`config.mk`:
```
export PLATFORM = sky130hd
export DESIGN_NAME = bcd_scan_decoder
export DESIGN_NICKNAME = d
export VERILOG_FILES = /design/src/rtl/bcd_scan_decoder.sv
export SDC_FILE = /design/constraint.sdc
export NUM_CORES = 1
export LEC_CHECK = 0
export BUFFER_PORTS_ARGS = -buffer_cell sky130_fd_sc_hd__buf_4
export CAP_MARGIN = 20
export CORE_MARGIN = 5
export CORE_UTILIZATION = 47
export CTS_BUF_LIST = sky130_fd_sc_hd__clkbuf_16
export DETAILED_ROUTE_END_ITERATION = 16
export PLACE_DENSITY = 0.73
export SLEW_MARGIN = 5
export SYNTH_ARGS = -nofsm -noshare
export SYNTH_HDL_FRONTEND = slang
export SYNTH_SLANG_ARGS = --single-unit
```
`constraint.sdc`:
```
create_clock -name clk -period 1.58 [get_ports clk]
set_clock_uncertainty 0.05 [all_clocks]
set_input_delay 0.079 -clock clk [delete_from_list [all_inputs] [get_ports clk]]
set_output_delay 0.079 -clock clk [all_outputs]
set_load 0.02 [all_outputs]
```
`src/rtl/bcd_scan_decoder.sv`:
```
// bcd_scan_decoder
//   Time-multiplexed multi-digit BCD decoder. A packed BCD word is captured
//   into a shadow register. The digits are then scanned one at a time, each
//   for SCAN_DIV cycles. For the digit on display the block drives a one-hot
//   digit select and a one-hot 0..9 decode. It also flags invalid codes and
//   can blank leading zeros.
//
// Ports
//   clk        system clock, rising edge
//   rst_n      asynchronous active-low reset
//   load       capture bcd_in into the shadow register on this edge
//   bcd_in     packed BCD value, digit i = bcd_in[4i+3:4i]
//   digit_sel  one-hot digit select, bit i selects digit i
//   dec_out    one-hot decode of the displayed digit (bit n for value n)
//   invalid    displayed digit holds code 10..15
//   err_flag   any shadow digit holds code 10..15
//   frame_done one-cycle pulse on the final cycle of each full scan
module bcd_scan_decoder #(
    parameter int DIGITS     = 4,
    parameter int SCAN_DIV   = 16,
    parameter int LEAD_BLANK = 1
) (
    input  logic                  clk,
    input  logic                  rst_n,
    input  logic                  load,
    input  logic [4*DIGITS-1:0]   bcd_in,
    output logic [DIGITS-1:0]     digit_sel,
    output logic [9:0]            dec_out,
    output logic                  invalid,
    output logic                  err_flag,
    output logic                  frame_done
);

    localparam int CNT_W = (SCAN_DIV > 1) ? $clog2(SCAN_DIV) : 1;
    localparam int IDX_W = (DIGITS > 1) ? $clog2(DIGITS) : 1;
    localparam logic [CNT_W-1:0] CNT_LAST = CNT_W'(SCAN_DIV - 1);
    localparam logic [IDX_W-1:0] IDX_LAST = IDX_W'(DIGITS - 1);

    logic [4*DIGITS-1:0] shadow;
    logic [CNT_W-1:0]    cnt;
    logic [IDX_W-1:0]    idx;

    logic [3:0]          cur_digit;
    logic                cur_blank;
    logic [DIGITS-1:0]   upper_zero;   // bit i: digits i..DIGITS-1 are all zero
    logic                zero_run;
    logic                any_bad;
    logic [DIGITS-1:0]   sel_next;
    logic [9:0]          dec_next;
    logic                invalid_next;
    logic                frame_next;
    logic                cnt_wrap;

    assign cnt_wrap   = (cnt == CNT_LAST);
    assign frame_next = cnt_wrap && (idx == IDX_LAST);

    // NOTE: every variable gets a default at the top of the block so that no
    // path leaves it unassigned; otherwise synthesis infers a latch.
    always_comb begin
        cur_digit    = '0;
        cur_blank    = 1'b0;
        upper_zero   = '0;
        zero_run     = 1'b1;
        any_bad      = 1'b0;
        sel_next     = '0;
        dec_next     = '0;
        invalid_next = 1'b0;

        // Walk from the most significant digit down. The zero run breaks at
        // the first non-zero code. Invalid codes are non-zero, so they also
        // stop blanking.
        for (int i = DIGITS - 1; i >= 0; i--) begin
            zero_run      = zero_run && (shadow[4*i +: 4] == 4'd0);
            upper_zero[i] = zero_run;
            any_bad       = any_bad || (shadow[4*i +: 4] > 4'd9);
        end

        for (int i = 0; i < DIGITS; i++) begin
            sel_next[i] = (idx == IDX_W'(i));
            if (idx == IDX_W'(i)) begin
                cur_digit = shadow[4*i +: 4];
                cur_blank = (LEAD_BLANK != 0) && (i != 0) && upper_zero[i];
            end
        end

        for (int n = 0; n < 10; n++) begin
            dec_next[n] = (cur_digit == 4'(n)) && !cur_blank;
        end
        invalid_next = (cur_digit > 4'd9) && !cur_blank;
    end

    // NOTE: sequential state is updated only with non-blocking assignments.
    // All registers then sample pre-edge values, whatever the statement order.
    always_ff @(posedge clk or negedge rst_n) begin
        if (!rst_n) begin
            shadow     <= '0;
            cnt        <= '0;
            idx        <= '0;
            digit_sel  <= '0;
            dec_out    <= '0;
            invalid    <= 1'b0;
            err_flag   <= 1'b0;
            frame_done <= 1'b0;
        end else begin
            if (load) begin
                shadow <= bcd_in;
            end

            if (cnt_wrap) begin
                cnt <= '0;
                idx <= (idx == IDX_LAST) ? '0 : idx + 1'b1;
            end else begin
                cnt <= cnt + 1'b1;
            end

            digit_sel  <= sel_next;
            dec_out    <= dec_next;
            invalid    <= invalid_next;
            err_flag   <= any_bad;
            frame_done <= frame_next;
        end
    end

endmodule
```
==> metrics <==
Logic pwr share 14.2%; sequential fraction of the synthesis area 59.72%; vias in the first global route 1434; row cnt 21; CTS tree done; pre-CTS setup slack -0.2931 ns; setup TNS -1.451 ns; Die Y 68.97 µm; relative slew slack 66.37%; port bufs 35; Post-Syn Area 0.001634 mm²; switching power total 0.5428 mW; DP HPWL 2534 µm; final period utilization 110.9%; # DRC 0; Area growth syn-to-layout 54.59%; violated checks hold timing, setup timing; clk slew on worst S/H paths 0.05 ns; routed length per placed instance 16.69 µm; Int Pwr 1.790 mW; clock power share 38.4%; utilization after layout 75.11%; starting density of the core 48.59%; Post-DP Area 0.002021 mm²; DRT antenna net count 0; Slew Limit Fails 0; Clock Tree Buf Depth 2; Pre-Repair DR Iteration Count 4; switching share of power 23.27%; pin count of the biggest net entering global routing 40; wire length on met2 2267 µm; CP Launch Type register; CTS root buffer clkbuf_16; DR vias 1337; Core ar. 0.003363 mm²; final setup margin -0.1721 ns; distinct cell type count after synthesis 30; Max VDD drop 0.0007280 V; worst-path maximum fanout 10; Yosys reg bits 39; Setup crit end kind register; # IOs 36; syn_nets 159; global-route usage over all layers 19.53%; pwr dens 923.4 mW/mm²; NumNets Final 230; met1 WL 1610 µm; Worst Setup Path Type register to register; top sig layer met4; final instance area 0.002526 mm²; RSZ-0062 raised after global routing true; initial antenna violation count 0; Arr. time, crit path 1.88 ns; Power, Total 2.333 mW; die area 0.004756 mm²; syn avg cell area 12.10 µm²; drt first-iter violations 90; Final Hold Fails 1; Post-Route WL 4188 µm; drt via density 5.327; grt total ovfl 0; outcome complete, but fails checks; first-pass GRT wire length 6658 µm; Gate Count Post-Synth 135; Skew-Pair Late Insertion Delay 0.28 ns; Hold/Removal Path Class primary input to register; CP required 1.71 ns; Max Fclk 0.5707 GHz; max_cap viols 0; worst hold margin -0.006502 ns; Ys Warns 0; Placer Congestion 0.7977; layout cells sized above 1 48.78%; Sink Count 39; htree depth 2; die width 68.97 µm; fin crit period 1.752 ns; part of the power in registers 47.4%; Pleak 1.153 nW; final setup vio count 11; ANT cells 0; routed length on met3 194 µm; measured slew at the worst slew-check pin 0.4998 ns; total CTS buffers 5
==> logic make-up after synthesis <==
kind of cell | after synthesis | share of synthesized area [%]
AOI/OAI and AO/OA | 28 | 11.64
xor gates and xnor gates | 1 | 0.5361
adders and majority gates | 5 | 3.828
buffers and inverters | 13 | 3.599
DFF | 39 | 59.72
muxes | 13 | 8.959
and+or+nand+nor | 36 | 11.72
==> state kept, by name, indices dropped and copies added (netlist names) <==
| register | count |
|---|---|
| frame_done | 1 |
| invalid | 1 |
| dec_out | 10 |
| err_flag | 1 |
| digit_sel | 4 |
| cnt | 4 |
| idx | 2 |
| shadow | 16 |
==> stage by stage <==
step,cells,hold slack (ns)
floorplan,135,-0.2666
global placement,223,0.01108
detailed placement,223,0.01978
CTS,249,0.001239
global route,251,0.004701
finish,251,-0.006502
==> metal layers <==
layer / up-vias / GRT usage (%)
met3: 13 / 4.700
met5: - / 0
met4: 0 / 12.17
met1: 659 / 20.93
li1: 621 / -
met2: 44 / 34.29
==> layout make-up <==
class,count,area [µm²]
clock buffers,5,125.1
clock inverters,1,3.754
fillers,213,837.1
inverters,8,30.03
multi-input cells,83,773.2
flip-flops and latches,39,977.2
well taps,46,57.56
repair buffers,69,559.3
==> cell usage in the layout (no fill, tap or decap), drive strengths merged, types with 3 or more instances in the layout <==
cell type,n
dlygate4sd3,15
nor3,4
clkbuf,5
nor2,7
dfrtp,39
a22o,4
ha,5
nand2,10
buf,54
nor4,6
mux2,13
o21ai,11
a31oi,3
inv,9
==> final timing paths <==
kind,startpoint,end,slack [ns],cells past startpoint
max,idx[0],dec_out[6],-0.17,5
max in group asynchronous,rst_n,idx[1],0.87,2
min reg2reg,cnt[0],cnt[0],0.44,1
max reg2reg,idx[0],dec_out[6],-0.17,5
min in group asynchronous,rst_n,shadow[2],0.26,2
min,bcd_in[0],shadow[0],-0.007,2
==> what timing repair did <==
| action | CTS | global route |
|---|---|---|
| endpoints found under the setup margin | 11 | 11 |
| pin swaps | 5 | 4 |
| resized for setup | 24 | 8 |
| hold buffers | 15 | 0 |
| setup buffers | 5 | 2 |
| hold endpoints to repair | 53 | 0 |
==> power by group through the flow <==
stage / Sequential [mW] / Combinational, mW / Clock (mW)
finish: 1.11 / 0.331 / 0.896
global placement: 1.11 / 0.244 / 0
CTS: 1.10 / 0.310 / 0.906
global route: 1.11 / 0.357 / 0.962
floorplan: 1.13 / 0.105 / 0
detailed placement: 1.12 / 0.252 / 0
==> Yosys cell counts, drive strengths merged <==
library cell | n | area, µm²
nand2 | 10 | 37.54
o22ai | 1 | 6.260
nor4 | 6 | 37.54
clkbuf | 2 | 7.510
nor3 | 4 | 20.02
a21o | 1 | 7.510
mux2 | 13 | 146.4
a2111oi | 1 | 8.760
a31o | 2 | 17.52
and4 | 2 | 20.02
a22o | 4 | 38.79
inv | 8 | 30.03
nand4 | 1 | 6.260
a31oi | 3 | 18.77
or4 | 1 | 7.510
a21oi | 2 | 10.01
dfrtp | 39 | 975.9
nor2 | 7 | 31.28
xor2 | 1 | 8.760
o211a | 2 | 20.02
o21ai | 11 | 55.05
nand3 | 2 | 10.01
or2 | 1 | 6.260
ha | 5 | 62.56
buf | 3 | 21.27
nand3b | 2 | 15.01
a21boi | 1 | 7.510
==> critical path: stages (launching register included) <==
cell and delay (ns):
dfrtp_1 0.42, buf_4 0.17, ha_4 0.19, o211a_1 0.26, or2_4 0.28, nor4_4 0.28
Power figures use the tool's default switching activity.
